===== config.mk =====
export PLATFORM = sky130hd
export DESIGN_NAME = sobel_pixel_packer
export DESIGN_NICKNAME = d
export VERILOG_FILES = /design/src/rtl/sobel_pixel_packer.sv
export SDC_FILE = /design/constraint.sdc
export NUM_CORES = 1
export LEC_CHECK = 0
export ABC_AREA = 1
export ABC_CLOCK_PERIOD_IN_PS = 2029
export CAP_MARGIN = 25
export CELL_PAD_IN_SITES_DETAIL_PLACEMENT = 1
export CELL_PAD_IN_SITES_GLOBAL_PLACEMENT = 2
export CORE_UTILIZATION = 25
export DETAILED_ROUTE_END_ITERATION = 10
export GPL_ROUTABILITY_DRIVEN = 0
export PLACE_DENSITY = 0.84
export SLEW_MARGIN = 20
export SYNTH_ARGS = -nofsm -noshare
export SYNTH_HDL_FRONTEND = slang
export SYNTH_SLANG_ARGS = --single-unit

===== constraint.sdc =====
create_clock -name data_clk -period 2.03 [get_ports data_clk]
set_clock_uncertainty 0.15 [all_clocks]
set_input_delay 0.203 -clock data_clk [delete_from_list [all_inputs] [get_ports data_clk]]
set_output_delay 0.203 -clock data_clk [all_outputs]
set_load 0.005 [all_outputs]

===== src/rtl/sobel_pixel_packer.sv =====
// Sobel pixel packer: packs eight 8-bit pixels into 64-bit words tagged with a
// frame-relative word index, and tracks frame boundaries and length errors.
module sobel_pixel_packer #(
  parameter int unsigned FRAME_WORDS = 38400,
  parameter int unsigned IDX_WIDTH   = 20
) (
  input  logic                          data_clk,
  input  logic                          rst,
  input  logic                          pix_valid,
  input  logic [7:0]                    pix_data,
  input  logic                          frame_start,
  output logic [IDX_WIDTH+64-1:0]       data,
  output logic [63:0]                   data_mask,
  output logic                          frame_done,
  output logic [7:0]                    frame_cnt,
  output logic                          err_short,
  output logic                          err_long
);

  localparam int unsigned PIX_W  = 8;
  localparam int unsigned WORD_W = 64;
  localparam int unsigned LANE_W = 3;
  localparam int unsigned CNT_W  = 8;
  localparam int unsigned REC_W  = IDX_WIDTH + WORD_W;

  localparam logic [IDX_WIDTH-1:0] LAST_IDX  = IDX_WIDTH'(FRAME_WORDS - 1);
  localparam logic [LANE_W-1:0]    LAST_LANE = LANE_W'(7);

  typedef enum logic [1:0] {
    S_IDLE = 2'd0,
    S_PACK = 2'd1,
    S_DONE = 2'd2
  } state_t;

  state_t                 state_q;
  logic [IDX_WIDTH-1:0]   word_idx_q;
  logic [LANE_W-1:0]      lane_q;
  logic [WORD_W-1:0]      shreg_q;
  logic [WORD_W-1:0]      word_d;
  logic [REC_W-1:0]       data_q;
  logic [WORD_W-1:0]      data_mask_q;
  logic                   frame_done_q;
  logic [CNT_W-1:0]       frame_cnt_q;
  logic                   err_short_q;
  logic                   err_long_q;

  // Current word with the incoming pixel merged into its lane.
  always_comb begin
    word_d = shreg_q;
    word_d[PIX_W*int'(lane_q) +: PIX_W] = pix_data;
  end

  // Frame FSM, lane packing, word emission and error flags.
  always_ff @(posedge data_clk) begin
    if (!rst) begin
      state_q      <= S_IDLE;
      word_idx_q   <= '0;
      lane_q       <= '0;
      shreg_q      <= '0;
      data_q       <= '0;
      data_mask_q  <= '0;
      frame_done_q <= 1'b0;
      frame_cnt_q  <= '0;
      err_short_q  <= 1'b0;
      err_long_q   <= 1'b0;
    end else begin
      data_mask_q  <= '0;
      frame_done_q <= 1'b0;
      if (frame_start) begin
        // A start in PACK abandons the partial word and the rest of the frame.
        if (state_q == S_PACK) begin
          err_short_q <= 1'b1;
        end
        state_q    <= S_PACK;
        word_idx_q <= '0;
        if (pix_valid) begin
          shreg_q[PIX_W-1:0] <= pix_data;
          lane_q             <= LANE_W'(1);
        end else begin
          lane_q <= '0;
        end
      end else begin
        case (state_q)
          S_PACK: begin
            if (pix_valid) begin
              shreg_q <= word_d;
              lane_q  <= lane_q + LANE_W'(1);
              if (lane_q == LAST_LANE) begin
                data_q      <= {word_idx_q, word_d};
                data_mask_q <= '1;
                if (word_idx_q == LAST_IDX) begin
                  frame_done_q <= 1'b1;
                  frame_cnt_q  <= frame_cnt_q + CNT_W'(1);
                  state_q      <= S_DONE;
                  word_idx_q   <= '0;
                end else begin
                  word_idx_q <= word_idx_q + IDX_WIDTH'(1);
                end
              end
            end
          end
          S_DONE: begin
            // Pixels past the end of a frame are dropped and flagged.
            if (pix_valid) begin
              err_long_q <= 1'b1;
            end
          end
          S_IDLE: begin
          end
          default: begin
            state_q <= S_IDLE;
          end
        endcase
      end
    end
  end

  assign data       = data_q;
  assign data_mask  = data_mask_q;
  assign frame_done = frame_done_q;
  assign frame_cnt  = frame_cnt_q;
  assign err_short  = err_short_q;
  assign err_long   = err_long_q;

endmodule


# --- Yosys cells after proc, flatten, opt, wreduce, memory -nomap -nowiden ---
# Cells that the tools add are included.
word_totals:
  ff_bits: 248
  out_inout_bits: 159
op_classes:
  add_sub_neg: 4
  eq_ne: 12
  shift: 2
  mux: 17
  n_bitwise: 6
  reduce_logical: 17
ops:
  columns: ["operator", "count"]
  rows:
  - ["bitwise mux 64 bit", 1]
  - ["two-way mux 64 bit", 1]
  - ["variable shift 8 x 34 -> 64 bit (first input constant)", 1]
  - ["variable part select 8 x 34 -> 64 bit", 1]
  - ["negator 6 -> 34 bit", 1]
  - ["two-way mux 8 bit", 4]
  - ["adder 20 x 1 -> 20 bit (second input constant)", 1]
  - ["== test 20 x 16 -> 1 bit (second input constant)", 1]
  - ["two-way mux 20 bit", 1]
  - ["AND reduction 3 bit", 4]
  - ["AND reduction 4 bit", 3]
  - ["two-way mux 3 bit", 3]
  - ["adder 8 x 1 -> 8 bit (second input constant)", 1]
  - ["two-way mux 2 bit", 3]
  - ["!= test 2 x 1 -> 1 bit (second input constant)", 3]
  - ["!= test 3 x 2 -> 1 bit (second input constant)", 2]
  - ["NOT 1 bit", 6]
  - ["AND reduction 5 bit", 1]
  - ["OR reduction 5 bit", 1]
  - ["!= test 2 bit (second input constant)", 2]
  - ["one-hot mux 2 bit (2 select lines)", 1]
  - ["AND reduction 2 bit", 2]
  - ["nonzero test 2 bit", 2]
  - ["OR reduction 2 bit", 2]
  - ["8 further kinds", 10]

# --- Depth between registers and ports, before layout ---
# Gate-level depths: netlist of run 1.
logic_depth:
  depth_word: 6
  mapped_depth: 12

# --- Worst setup path after synthesis of run 1 ---
# Ideal clock, no wire load.
synth_timing:
  path_type: "reg2reg"
  startpoint: "register lane_q[0]"
  endpoint: "register data_q[46] (netlist: data[46])"
  t_arrival_ns: 1.839
  required_time_ns: 1.757
  setup_slack_ns: -0.082
  path_stages_with_launch: 11
  path_buffers: 2
  path_cell_list: "dfxtp_1 inv_1 ha_1 ha_1 clkbuf_1 inv_1 nand3_1 buf_2 nor2_1 a21oi_1 a21oi_1"
synth_via:
  elab_chain_len: 3
  elab_cells_between_ends: 6
  classes_between: "1 x add/sub; 1 x eq/ne; 2 x shift; 1 x mux; 1 x reduce/logical"
synth_rtl:
  columns: ["element", "line", "rtl"]
  rows:
  - ["start: declaration", "37", "logic [LANE_W-1:0] lane_q;"]
  - ["start signal: assignment", "87", "lane_q <= lane_q + LANE_W'(1);"]
  - ["negator 6 -> 34 bit", "50", "word_d[PIX_W*int'(lane_q) +: PIX_W] = pix_data;"]
  - ["variable part select 8 x 34 -> 64 bit or variable shift 8 x 34 -> 64 bit (tied branches)", "50", null]
  - ["bitwise mux 64 bit", "50", null]
  - ["end signal: assignment", "89", "data_q <= {word_idx_q, word_d};"]
  - ["end: declaration", "40", "logic [REC_W-1:0] data_q;"]
# Parallel ways exist; a longest one is shown, timed or not.
# A chain may end at the register's enable or synchronous reset.

# --- Worst setup path after layout of run 1 ---
layout_timing:
  startpoint: "register lane_q[0]"
  endpoint: "register word_idx_q[15]"
layout_via:
  elab_chain_len: 2
layout_rtl:
  columns: ["element", "line", "rtl"]
  rows:
  - ["== test 3 bit", "88", "if (lane_q == LAST_LANE) begin"]
  - ["AND reduction 3 bit (no line)", null, null]
  - ["end signal: assignment", "97", "word_idx_q <= word_idx_q + IDX_WIDTH'(1);"]
  - ["end: declaration", "36", "logic [IDX_WIDTH-1:0] word_idx_q;"]
# No other way between the ends.

==> results.tsv, run 1 <==
stage	metric	value	unit
clocking	clkSinkCount	185	
sta	fin_setup_tns	0	ps
synthesis	synth_edf_count	0	
global_routing	grt_pass1_vias	8064	
synthesis	synth_fa_ha_area_share	1.03	%
worst_setup_path	crit_fanout	5	
sta	slew_violations	0	
synthesis	synth_warnings	0	
global_routing	grt_pass1_wl	42900	µm
synthesis	syn_area	8520	µm²
clocking	clkLatencyLatePin	460	ps
flow_run	max_cap_violations	0	
route	drt_iter0_markers	331	
synthesis	synthSimpleGateAreaFrac	25.5	%
clocking	cts_tree	yes	
synthesis	synth_mux_area_share	0	%
layout	area_delta_synth_final	41.3	%
route	ant_nets	0	
floorplan	dieArea	34800	µm²
synthesis	synth_top_cells_by_count	nor2_1, nand2_1, dfxtp_1	
layout	final_nets	1388	
route	drtPass1Iterations	4	
min_path	min_from	pix_data[5]	
sta	rsz0062_at_grt	yes	
synthesis	synth_top_area_share	43.5	%
worst_setup_path	r2r-end	word_idx_q[15]	
clocking	cts-buffers-inserted	17	
synthesis	syn_inst	1219	
worst_setup_path	timing.critical_path.max_delay_family	simple AND/OR/NAND/NOR gates	
global_routing	antenna_found_initial	1	
synthesis	synth_top_family_by_area	simple AND/OR/NAND/NOR gates	
min_path	hold_path_class	input port to flop	
synthesis	synth_compound_area_share	15.1	%
sta	slew_headroom	43.2	%
layout	multi_input_area	3950	µm²
sta	hold_viol_final	0	
global_routing	overflow	0	
floorplan	core	33500	µm²
worst_setup_path	r2r_cells	11	
floorplan	rows	67	
synthesis	syn_nets	1238	
layout	fillers	4100	
layout	seqCellArea	3710	µm²
synthesis	synth-seq-area-share	43.5	%
worst_setup_path	worstSetupStartpointType	flop	
route	via_per_inst	4.52	
worst_setup_path	reg2reg_slack	70	ps
layout	drive_gt1_share	14.5	%
sta	post-route-period-util	96.4	%
clocking	cts_buffer_depth	2	
worst_setup_path	worstSetupPathType	flop to flop	
run_status	status	complete, no violations	
worst_setup_path	worstSetupEndpointType	flop	
route	remaining_drc_errors	0	
worst_setup_path	crit_chain	ha_4 > ha_4 > nand2_4 > nor2_4 > buf_4 > nand4_1 > nor2_2 > nor2_4 > buf_12 > nand2_1 > nor2_1	
route	wire_per_inst	15.2	µm
sta	min_period	1960	ps
clocking	cts-root-buf	clkbuf_16	
synthesis	syn_area_per_cell	6.99	µm²
pwr	p_leak	4.82	nW
synthesis	synthXorXnorAreaFrac	1.03	%
worst_setup_path	crit_required	2230	ps
worst_setup_path	critPathSlowestCell	dfxtp_4	
global_routing	grt_max_degree	95	
floorplan	pin_count	171	
sta	max_freq	511	MHz
global_routing	grtUsageTotal	15.5	%
worst_setup_path	crit_buf_inv	2	
min_path	min_path_cells	3	
sta	tightest_slew	852	ps
floorplan	die_h	187	µm
pwr	ir_drop	572	µV
pwr	cellPowerDensity	645	nW/µm²
synthesis	synth_cell_types	29	
min_path	holdPathEnd	shreg_q[5]	
synthesis	synthFlopType	dfxtp_1	
sta	hold_slack	250	ps
worst_setup_path	cp_slowest_stage_delay	380	ps
placed_design	hpwl	18800	µm
floorplan	initial_core_util	25.4	%
route	wl	27900	µm
synthesis	ys_ff_latch	185	
worst_setup_path	worstPathArrival	2150	ps
placed_design	io_buffers	170	
synthesis	async_flop_share	0	%
clocking	h-tree-depth	4	
synthesis	synth_top_area_cell	dfxtp_1	
worst_setup_path	worstReg2RegStart	lane_q[0]	
floorplan	die_x	187	µm
sta	setup_viol	0	
synthesis	synthMostInstantiatedCell	nor2_1	
clocking	path_clk_slew	80	ps
synthesis	synthTopCellsByArea	dfxtp_1, nor2_1, nand2_1, a21oi_1, o21ai_0	
pwr	total_power	0.00777	W
route	route.vias.total	8285	
[cell families (layout without fill, tap and decap cells)]
family                     after synthesis  count (layout)
buffers and inverters                  236             399
AOI/OAI and AO/OA                      253             253
other                                    0               1
adders and majority gates                7               7
and+or+nand+nor                        528             528
xor gates and xnor gates                10              10
DFF                                    185             185
[metrics by stage]
step	instances	setup slack [ps]	utilization (%)	area (µm²)
floorplan	1219	3.93	-	8530
global placement	1777	-119	32.0	10700
detailed placement	1777	-191	32.0	10700
CTS	1818	2.91	34.4	11500
global route	1831	-37.9	35.9	12000
finish	1831	73.5	35.9	12000
[area by class of cell]
| cell class | count | area share (%) |
|---|---|---|
| multi-input combinational | 798 | 32.8 |
| clock inverter | 12 | 1.14 |
| clock buffer | 20 | 3.88 |
| antenna | 1 | 0.0208 |
| timing repair buffer | 255 | 23.1 |
| inverter | 112 | 3.58 |
| sequential | 185 | 30.9 |
| tap | 448 | 4.66 |
[worst reg2reg max path, cell delays in order, from the launching register on]
cell	delay [ps]
dfxtp_4	380
ha_4	140
ha_4	140
nand2_4	60
nor2_4	170
buf_4	140
nand4_1	170
nor2_2	210
nor2_4	80
buf_12	130
nand2_1	60
nor2_1	30
[state kept, by name (all words and copies together) (netlist names)]
register,flops
data,84
data_mask,1
err_long,1
err_short,1
frame_cnt,8
frame_done,1
lane_q,3
shreg_q,64
state_q,2
word_idx_q,20
[placed cells by master, fill, tap and decap left out, drive strengths merged]
cell | synthesis | routed
ha | 7 | 7
diode | 0 | 1
nand4 | 12 | 12
clkdlybuf4s50 | 0 | 169
a21oi | 125 | 125
bufinv | 0 | 2
dfxtp | 185 | 185
a211oi | 3 | 3
xnor2 | 3 | 3
nand2 | 202 | 202
nor3b | 1 | 1
nor2 | 227 | 227
clkinvlp | 0 | 2
dlygate4sd3 | 0 | 1
o21ai | 115 | 115
a31oi | 9 | 9
nor3 | 7 | 7
o21a | 1 | 1
xor2 | 7 | 7
or2 | 2 | 2
clkinv | 0 | 5
buf | 97 | 77
inv | 112 | 115
nand3 | 76 | 76
and3 | 1 | 1
clkbuf | 27 | 28
[repair_timing]
| action | 4_1_cts | 5_1_grt |
|---|---|---|
| cloned | 2 | 8 |
| setup endpoints to repair | 130 | 162 |
| resized for setup | 26 | 93 |
| hold buffers | 1 | 0 |
| setup buffers | 6 | 5 |
| pin swaps | 3 | 13 |
| endpoints found under the hold margin | 2 | 0 |
[power breakdown]
group,internal [W],leakage [nW],switching [W]
combinational,0.000204,3.03,0.000346
sequential,0.00369,1.50,0.0000358
clock,0.00193,0.293,0.00156
[metal layers]
metal / track usage [%] / wire [µm]
met1: 20.4 / 13600
met2: 24.8 / 12700
met3: 3.23 / 1040
met4: 5.67 / 450
met5: 0 / 0
[how the worst max path moves through the flow]
stage / startpoint / endpoint / slack, ps / depth (start not counted)
after floorplan: lane_q[0] / data[6] / 4 / 11
after global placement: lane_q[0] / shreg_q[2] / -120 / 9
after detailed placement: lane_q[0] / shreg_q[2] / -190 / 9
after CTS: lane_q[0] / shreg_q[50] / 3 / 10
after global routing: lane_q[0] / data[18] / -40 / 11
final: lane_q[0] / word_idx_q[15] / 70 / 11
Note: power is estimated with default switching activity, not from simulation.
==> inputs of run 2 (changes only) <==
CORE_ASPECT_RATIO = 0.5   (was default)
CORE_MARGIN = 2   (was default)
CTS_CLUSTER_SIZE = 30   (was default)
==> run 2 against run 1 <==
  * The run now ends with setup timing left
  * First-iteration DRC count rose by 31%
  * Global-route usage about the same
  * Register-to-register slack lost 90 ps
  * Clock power about the same
  * Sequential power about the same
  * Core utilization up 0.50 points
  * Worst hold slack worse by 220 ps
  * Fmax decreased by 4.3%
  * Critical endpoint is now data[62]
  * Largest cell class unchanged
==> results.tsv, run 2 (synthesized netlist as in run 1, its figures left out) <==
stage	metric	value	unit	change
run_status	status	finished with violations		
run_status	violations	setup timing		
layout	largest_reg_flops	84		unchanged
floorplan	initial_core_util	25.6	%	+0.19 points
worst_setup_path	worstSetupPathType	flop to flop		
pwr	sw_frac_of_total	24.9	%	-0.18 points
sta	slew_violations	0		unchanged
global_routing	grtUsageTotal	15.5	%	+0.031 points
pwr	p_leak	4.76	nW	-1.3%
floorplan	die_h	135	µm	-28%
layout	seqCellArea	3710	µm²	unchanged
sta	hold_viol_final	0		unchanged
layout	drive_gt1_share	16.1	%	+1.6 points
worst_setup_path	crit_fanout	9		+4
worst_setup_path	cp_slowest_stage_delay	380	ps	about the same
clocking	path_clk_slew	70	ps	about the same
layout	mostFrequentLayoutCells	nor2_1, nand2_1, dfxtp_1		
placed_design	postPlaceCellArea	10600	µm²	-0.71%
layout	antenna_cells	0		-1
floorplan	die_x	265	µm	+42%
layout	area_delta_synth_final	42.2	%	
floorplan	dieArea	35700	µm²	+2.4%
sta	tightest_slew	857	ps	+5.08 ps
worst_setup_path	worstSetupStartpointType	flop		
clocking	cts_tree	yes		
clocking	cts-buffers-inserted	17		unchanged
flow_run	max_cap_violations	0		unchanged
global_routing	grt_max_degree	95		unchanged
pwr	p_clk_share	44.7	%	-0.2 points
clocking	clkLatencyLatePin	450	ps	about the same
pwr	ir_drop	382	µV	-33%
route	route.vias.total	8334		+0.59%
worst_setup_path	path_common_cell	buf_12		
sta	post-route-period-util	101	%	+4.4 points
global_routing	overflow	0		unchanged
layout	fillers	3970		-3.2%
route	via_per_inst	4.59		+1.4%
pwr	total_power	0.00778	W	+0.15%
worst_setup_path	crit_required	2250	ps	+20 ps
clocking	clkSinkCount	185		unchanged
sta	setup_viol	1		+1
route	ant_nets	0		unchanged
worst_setup_path	critPathSlowestCell	dfxtp_4		
worst_setup_path	crit_chain	ha_4 > ha_4 > nand2_4 > nor2_4 > inv_4 > nor2_8 > buf_12 > buf_12 > buf_12 > o21ai_0 > a21oi_1		
layout	final_nets	1381		-0.50%
floorplan	rows	47		-30%
floorplan	core	33300	µm²	-0.74%
placed_design	io_buffers	170		unchanged
layout	layout_commonest_cell	nor2_1		
pwr	cellPowerDensity	642	nW/µm²	-0.50%
worst_setup_path	worstSetupEndpointType	flop		
pwr	net-switching-power	0.00193	W	-0.56%
placed_design	dpl_worst_slack	-173	ps	+17.9 ps
min_path	hold_path_class	input port to flop		
sta	rsz0062_at_grt	yes		
clocking	h-tree-depth	4		unchanged
sta	slew_headroom	42.9	%	-0.34 points
clocking	postCtsHoldBufs	0		-1
clocking	cts_buffer_depth	2		unchanged
layout	final_area	12100	µm²	+0.64%
route	drtPass1Iterations	4		unchanged
clocking	cts-root-buf	clkbuf_16		
pwr	p_seq_share	48.1	%	about the same
sta	max_freq	489	MHz	-4.3%
sta	fin_ws	-15.3	ps	-88.8 ps
global_routing	antenna_found_initial	0		-1
route	drt_iter0_markers	434		+31%
floorplan	pin_count	171		unchanged
sta	min_period	2050	ps	+88.8 ps
global_routing	grt_pass1_wl	44100	µm	+2.7%
pwr	p_int	0.00584	W	+0.38%
route	wire_per_inst	15.7	µm	+3.0%
worst_setup_path	worstPathArrival	2260	ps	+110 ps
layout	multi_input_area	4170	µm²	+5.6%
placed_design	hpwl	19400	µm	+3.6%
route	remaining_drc_errors	0		unchanged
global_routing	grt_pass1_vias	8390		+4.0%
route	wl	28500	µm	+2.1%
pwr	p_comb_share	7.3	%	+0.2 points
-- run 2: cell count changes in the layout (fill, tap and decap cells not counted), sizes merged --
cell / previous run / this run
inv: 115 / 114
clkinvlp: 2 / 4
diode: 1 / 0
clkinv: 5 / 4
dlygate4sd3: 1 / 0
buf: 77 / 75
bufinv: 2 / 3
clkbuf: 28 / 23
-- run 2: power by group through the flow --
stage	sequential, W	clock, W	combinational [W]
final	0.00374	0.00347	0.000567
after global routing	0.00374	0.00371	0.000628
after CTS	0.00373	0.00357	0.000518
after detailed placement	0.00381	0	0.000478
after global placement	0.00381	0	0.000455
after floorplan	0.00380	0	0.000295
-- run 2: final timing paths --
path | from | slack (ps) | cells after the start | endpoint
max | lane_q[0] | -20 | 11 | data[62]
min | rst | 30 | 5 | state_q[1]
max reg2reg | lane_q[0] | -20 | 11 | data[62]
min reg2reg | err_short | 340 | 1 | err_short
-- run 2: cell type report --
cell class                 instances  share of cell area, %
multi-input combinational        798                   34.4
sequential                       185                   30.7
timing repair buffer             248                   21.8
tap                              441                   4.55
clock buffer                      19                   3.57
inverter                         112                   3.57
clock inverter                    13                   1.39
-- run 2: critical path, delay by kind of cell, from the launching register on --
kind | cells | cell delay (ps)
buffers and inverters | 4 | 460
DFF | 1 | 380
and+or+nand+nor | 3 | 360
AOI/OAI and AO/OA | 2 | 320
adders and majority gates | 2 | 280
-- run 2: through the flow --
| stage | hold WS, ps | TNS (ps) | utilization, % | instances |
|---|---|---|---|---|
| after floorplan | 214 | 0 | - | 1219 |
| after global placement | 308 | -688 | 32.0 | 1766 |
| after global routing | 68.4 | -752 | 36.4 | 1816 |
| after detailed placement | 310 | -6270 | 32.0 | 1766 |
| final | 26.5 | -15.3 | 36.4 | 1816 |
| after CTS | 7.64 | -21.9 | 34.9 | 1803 |
-- run 2: per-layer routing --
layer | global-route usage [%] | vias up | wire (µm)
met4 | 5.56 | 0 | 619
met5 | 0 | - | 0
met1 | 18.0 | 4067 | 12100
met3 | 3.01 | 36 | 578
li1 | - | 4142 | -
met2 | 28.6 | 89 | 15100
-- run 2: timing repair --
action | CTS | global route
gates cloned | 3 | 4
endpoints found under the hold margin | 0 | 0
buffers inserted | 2 | 10
setup endpoints to repair | 155 | 161
pin swaps | 4 | 10
gates resized for setup | 85 | 86
